### src/rtl/odd_parity_frame_rx.sv
// Serial frame receiver: start + 8 data bits (LSB first) + odd parity + stop,
// sampled on bit_en, delivered through a one-deep valid/ready output register.
module odd_parity_frame_rx #(
   parameter int DATA_BITS = 8
) (
   input  logic                 clk,
   input  logic                 rst_n,
   input  logic                 bit_en,
   input  logic                 rx,
   output logic [DATA_BITS-1:0] data_out,
   output logic                 par_out,
   output logic                 par_err,
   output logic                 frm_err,
   output logic                 valid,
   input  logic                 ready,
   output logic                 overrun,
   output logic                 busy
);

   typedef enum logic [1:0] {
      S_IDLE,
      S_DATA,
      S_PARITY,
      S_STOP
   } state_e;

   state_e               state_q, state_d;
   logic [2:0]           cnt_q, cnt_d;
   logic [DATA_BITS-1:0] shift_q, shift_d;
   logic                 par_q, par_d;
   logic                 complete;

   logic [DATA_BITS-1:0] data_q, data_d;
   logic                 par_out_q, par_out_d;
   logic                 par_err_q, par_err_d;
   logic                 frm_err_q, frm_err_d;
   logic                 valid_q, valid_d;
   logic                 overrun_q, overrun_d;

   always_comb begin
      // NOTE: every signal written here gets a default first so no latch is inferred.
      state_d  = state_q;
      cnt_d    = cnt_q;
      shift_d  = shift_q;
      par_d    = par_q;
      complete = 1'b0;

      if (bit_en) begin
         unique case (state_q)
            S_IDLE: begin
               if (!rx) begin
                  state_d = S_DATA;
                  cnt_d   = 3'd0;
               end
            end
            S_DATA: begin
               shift_d[cnt_q] = rx;
               cnt_d          = cnt_q + 3'd1;
               if (cnt_q == 3'(DATA_BITS - 1)) state_d = S_PARITY;
            end
            S_PARITY: begin
               par_d   = rx;
               state_d = S_STOP;
            end
            S_STOP: begin
               complete = 1'b1;
               state_d  = S_IDLE;
            end
            default: state_d = S_IDLE;
         endcase
      end
   end

   // A completed frame lands only if the slot is empty or being drained this cycle.
   always_comb begin
      data_d    = data_q;
      par_out_d = par_out_q;
      par_err_d = par_err_q;
      frm_err_d = frm_err_q;
      valid_d   = valid_q;
      overrun_d = 1'b0;

      if (complete) begin
         if (!valid_q || ready) begin
            data_d    = shift_q;
            par_out_d = par_q;
            par_err_d = ~(^shift_q ^ par_q);
            frm_err_d = ~rx;
            valid_d   = 1'b1;
         end else begin
            overrun_d = 1'b1;
         end
      end else if (valid_q && ready) begin
         valid_d = 1'b0;
      end
   end

   // NOTE: sequential state uses non-blocking assignments so all registers update together.
   always_ff @(posedge clk or negedge rst_n) begin
      if (!rst_n) begin
         state_q   <= S_IDLE;
         cnt_q     <= 3'd0;
         shift_q   <= '0;
         par_q     <= 1'b0;
         data_q    <= '0;
         par_out_q <= 1'b0;
         par_err_q <= 1'b0;
         frm_err_q <= 1'b0;
         valid_q   <= 1'b0;
         overrun_q <= 1'b0;
      end else begin
         state_q   <= state_d;
         cnt_q     <= cnt_d;
         shift_q   <= shift_d;
         par_q     <= par_d;
         data_q    <= data_d;
         par_out_q <= par_out_d;
         par_err_q <= par_err_d;
         frm_err_q <= frm_err_d;
         valid_q   <= valid_d;
         overrun_q <= overrun_d;
      end
   end

   assign data_out = data_q;
   assign par_out  = par_out_q;
   assign par_err  = par_err_q;
   assign frm_err  = frm_err_q;
   assign valid    = valid_q;
   assign overrun  = overrun_q;
   assign busy     = (state_q != S_IDLE);

endmodule

### config.mk
export PLATFORM = sky130hd
export DESIGN_NAME = odd_parity_frame_rx
export DESIGN_NICKNAME = d
export VERILOG_FILES = /design/src/rtl/odd_parity_frame_rx.sv
export SDC_FILE = /design/constraint.sdc
export NUM_CORES = 1
export LEC_CHECK = 0
export CORE_MARGIN = 4
export CORE_UTILIZATION = 47
export CTS_CLUSTER_SIZE = 16
export DETAILED_ROUTE_END_ITERATION = 12
export PLACE_DENSITY_LB_ADDON = 0.1
export SKIP_LAST_GASP = 1
export SLEW_MARGIN = 10
export SYNTH_ARGS = -nofsm -noshare
export SYNTH_HDL_FRONTEND = slang
export SYNTH_SLANG_ARGS = --single-unit
### constraint.sdc
create_clock -name clk -period 1.3 [get_ports clk]
set_input_delay 0.195 -clock clk [delete_from_list [all_inputs] [get_ports clk]]
set_output_delay 0.195 -clock clk [all_outputs]
set_load 0.05 [all_outputs]
---- Word level (Yosys, flattened, before mapping) ----
Index checks and enable logic that the tools add are counted.
cells by class
  reduce and logical (&&, ||, !) cells .... 15
  eq/ne operators ......................... 7
  multiplexer cells ....................... 15
  $lt $le $gt $ge ......................... 2
  bitwise logic cells ..................... 3
  add/sub/neg operators ................... 1
operators by type and width
  cell                                                         number
  bitwise mux 8 bit                                            1
  2-to-1 mux 1 bit                                             8
  one-hot mux 2 bit (4 select lines)                           1
  AND reduction 2 bit                                          4
  parity 8 bit                                                 1
  one-hot mux 3 bit (2 select lines)                           1
  AND reduction 3 bit                                          2
  nonzero test 2 bit                                           3
  equality test 2 bit (second input constant)                  2
  less-than comparator 3 x 4 -> 1 bit (second input constant)  1
  2-to-1 mux 2 bit                                             2
  != test 2 bit (second input constant)                        2
  adder 3 x 1 -> 3 bit (second input constant)                 1
  demux 1 bit (select 3 bit)                                   1
  equality test 3 bit (second input constant)                  1
  >= comparator 3 x 1 -> 1 bit (second input constant)         1
  2-to-1 mux 3 bit                                             1
  equality test 2 x 1 -> 1 bit (second input constant)         1
  logical AND 1 bit                                            2
  zero test 2 bit                                              1
  != test 2 x 1 -> 1 bit (second input constant)               1
  inverter 1 bit                                               2
  zero test 1 bit                                              1
  logical OR 1 bit                                             1
  XOR 1 bit                                                    1
storage, ports and cells
  register bits ........................... 27
  output and inout bits ................... 14
  input port bits ......................... 5

---- Depth between registers and ports, before layout ----
Gate-level depths: netlist (run 1).
  word-level depth ........................ 5
  gate-level depth with buffers ........... 6
  gate-level depth less buffers ........... 6

---- Worst setup path before layout (run 1) ----
OpenSTA, ideal clock, no wires.
  path type ............................... flip-flop to flip-flop
  start ................................... reg state_q[1]
  end ..................................... reg shift_q[0]
  buffers on the path ..................... 0
  data arrival time ....................... 1.321 ns
  stages on the path, launching flop included .. 6
  library setup time ...................... 0.128 ns
  period minus slack after synthesis ...... 1.449 ns
  setup slack ............................. -0.149 ns
  cell sequence ........................... dfrtp_1 inv_1 ha_1 nand3b_1 nor3_1 mux2_1
on the way
  longest elaborated chain between the ends .. 2
ends and longest elaborated chain
  what                           line  source
  start: declaration             27    state_e state_q, state_d;
  start signal: assignment       112   state_q <= state_d;
  equality test 2 x 1 -> 1 bit   49    unique case (state_q)
  AND reduction 2 bit (no line)  n/a
  end signal: assignment         114   shift_q <= shift_d;
  end: declaration               29    logic [DATA_BITS-1:0] shift_q, shift_d;
Every way passes these cells.
A chain may end at the register's enable or synchronous reset.

---- Worst setup path after layout (run 1) ----
  start ................................... reg state_q[0]
  end ..................................... out busy
on the way
  longest elaborated chain between the ends .. 1
ends and longest elaborated chain
  what                line  source
  nonzero test 2 bit  131   assign busy = (state_q != S_IDLE);
  end: declaration    17    output logic busy
Every way passes these cells.

==> results of run 1 <==
==> flip-flops by register name, summed over array words and instances, names as in the netlist <==
signal,count
cnt_q,3
data_out,8
frm_err,1
overrun,1
par_err,1
par_out,1
par_q,1
shift_q,8
state_q,2
valid,1
==> metrics by stage <==
| step | total power [mW] | util, % |
|---|---|---|
| after detailed placement | 4.59 | 71.5 |
| after global routing | 5.89 | 82.1 |
| after global placement | 4.48 | 71.5 |
| after floorplan | 3.16 | - |
| final | 5.61 | 82.1 |
| after CTS | 5.23 | 77.2 |
==> power by group <==
part	leakage (nW)	internal [mW]	switching (mW)	total (mW)
Clock	0.0150	0.120	0.244	0.364
Sequential	0.345	1.20	0.388	1.59
Combinational	0.615	1.94	1.72	3.66
Total	0.976	3.26	2.35	5.61
==> cell families after synthesis <==
family	share of synthesized area (%)
adders and majority gates	6.05
and+or+nand+nor	17.3
DFF	54.4
xor gates and xnor gates	6.05
AOI/OAI and AO/OA	4.94
muxes	9.07
buffers and inverters	2.12
==> cell type report <==
type,count,area (um2),share of cell area [%]
multi-input combinational,85,718,35.0
tap,30,37.5,1.83
sequential,27,677,33.0
timing repair buffer,48,577,28.1
clock buffer,4,26.3,1.28
inverter,4,17.5,0.853
==> worst max-delay path by stage <==
stage          slack, ns          to  cells after the start
2_1_floorplan       -0.1  shift_q[0]                      5
3_5_place_dp       -0.29  shift_q[0]                      4
4_1_cts            -0.14        busy                      5
5_1_grt            -0.26  shift_q[0]                      5
6_report           -0.18        busy                      5
3_3_place_gp       -0.25  shift_q[0]                      4
==> synth_stat cells (3+ instances only) <==
| cell | instances | share of area [%] |
|---|---|---|
| nor2_1 | 7 | 2.1 |
| mux2_1 | 9 | 8.2 |
| ha_1 | 6 | 6.0 |
| nand2_1 | 35 | 11 |
| clkbuf_1 | 3 | 0.91 |
| nand2b_1 | 3 | 1.5 |
| inv_1 | 4 | 1.2 |
| xnor2_1 | 5 | 3.5 |
| nor3_1 | 3 | 1.2 |
| o21ai_1 | 5 | 2.0 |
| dfrtp_1 | 27 | 54 |
==> repair_timing <==
item,4_1_cts,5_1_grt
endpoints found under the hold margin,0,0
resized for setup,19,17
gates cloned,0,2
setup endpoints to repair,16,25
setup buffers,6,5
pin swaps,7,8
hold buffers,0,0
==> worst max-delay path: cells and delay by family (launching register included) <==
| family | cells | cell delay, ns |
|---|---|---|
| buffers and inverters | 4 | 0.38 |
| flip-flops | 1 | 0.44 |
| adder cells (fa/ha/maj) | 1 | 0.15 |
==> per-layer routing <==
layer  track usage [%]  vias up  wire length, um
li1                  -      485                -
met1              19.0      522             1360
met2              30.9       26             1640
met3              3.92       10              104
met4              5.83        0               88
met5                 0        -                0
==> metrics.md, run 1 <==
| Metric | Value |
|---|---|
| Asr flop ratio synth | 100% |
| Gr usage total | about 17% |
| Synth warnings | 0 |
| Fin nets | 180 |
| Post-route cell area | around 2100 um2 |
| Final setup TNS | -2.31 ns |
| CTS root buf | clkbuf_4 |
| Initial core utilization | between 40% and 50% |
| Reg2reg start | state_q[0] |
| Routed Antenna Nets | 0 |
| CP max stage delay | 0.44 ns |
| Worst Setup End Kind | primary output |
| Post-Place Cells | 183 |
| Mapped Avg Cell Area | roughly 11 um2 |
| Most common flop cell mapped by yosys | dfrtp_1 |
| Fin cells | around 200 |
| Die Width | ~59 um |
| Max Slew Vio Count | 0 |
| Drt drc | 0 |
| RSZ-0062 raised after global routing | yes |
| Post-synthesis cell type count | 20 |
| Area growth, synth to finish | 65.4% |
| Synth Net Count | 129 |
| Peak supply drop | 2.11 mV |
| Initial DRC Count | 27 |
| Final GP Congestion | 0.695 |
| Post-synth EDFFs | 0 |
| Final min period | between 1 and 1.5 ns |
| Die height | between 50 and 60 um |
| Die ar. | ~3500 um2 |
| HPWL Detailed | 1.82 mm |
| Avg WL per Cell | approximately 16 um |
| Synth Cell Area | about 1200 um2 |
| Setup-failing EPs final | 20 |
| I/O pin count | 19 |
| Worst hold path type | input pin to async pin |
| Failing checks | negative setup slack |
| Max_slew headroom | between 80% and 90% |
| Reg2reg path depth | 6 |
| Row Count | 18 |
| CTS tree | yes |
| Clock input transition at the sequential cells of the worst setup and hold paths | approximately 0.15 ns |
| Dpl cell area | between 1500 and 2000 um2 |
| Antenna violations before repair | 0 |
| H-tree levels | 1 |
| Period utilisation layout | 114% |
| Global-route wire length before repair | between 4 and 5 mm |
| Number of global-route vias before repair | 1046 |
| Required @ worst endpoint | between 1 and 1.5 ns |
| Slowest cell on crit path | dfrtp_1 |
| Maximum clock rate | between 0.6 and 0.7 GHz |
| Skew-Pair Late Insertion Delay | approximately 0.32 ns |
| FF-to-FF End | shift_q[3] |
| Vias per cell | around 5.3 |
| Final WL | 3.19 mm |
| CTS Buf Count | 3 |
| Final Hold Slack | ~0.21 ns |
| Most frequent cells in the layout | nand2_1 (33), dfrtp_1 (26), buf_4 (24) |
| Worst setup path startpoint | state_q[0] |
| Critical Path, Cell by Cell | inv_2 -> ha_4 -> buf_6 -> inv_4 -> buf_12 |
| Mapped Cells | 118 |
| Port bufs | 18 |
| Share of cells above drive strength 1 | about 46% |
| Largest net degree at the start of global routing | 28 |
| # fillers | ~150 |
| Post-synthesis register bit count | 27 |
| Vias | roughly 1000 |
| Clock sink count | 27 |
| Final Hold Viols | 0 |
| Commonest non-fill, non-tap cell in the layout | nand2_1 |
| Final worst slack | -0.182 ns |
| Startpoint types | register |
| GRT overflow | 0 |
| TritonRoute pass-1 iters | 4 |
| Worst Tran Pin Value | approximately 0.28 ns |
| Maximum root-to-sink buffer count | 2 |
| Status | finished with violations |
| Max-cap violations | 0 |
| CP Class | register to primary output |
| CP Max Fanout | 2 |
| Power Density | around 2700 nW/um2 |
| Clock skew | approximately 0.011 ns |
| Core area | 2500 um2 |
| Crit path DAT | roughly 1.3 ns |
| Leak | 0.976 nW |
| Worst reg2reg setup slack | -0.17 ns |
| ANT cells | 0 |
| Sequential fraction of the synthesis area | 54.4% |
| Place WS | -0.295 ns |
(Power assumes the default switching activity.)
==> run 2, diff against run 1 <==
--- a/config.mk
+++ b/config.mk
@@ -11,7 +11,6 @@
 export DETAILED_ROUTE_END_ITERATION = 12
 export PLACE_DENSITY_LB_ADDON = 0.1
 export SKIP_LAST_GASP = 1
-export SLEW_MARGIN = 10
 export SYNTH_ARGS = -nofsm -noshare
 export SYNTH_HDL_FRONTEND = slang
 export SYNTH_SLANG_ARGS = --single-unit
==> results of run 2 <==
Final layout, timing and power as in run 1 (identical DEF).
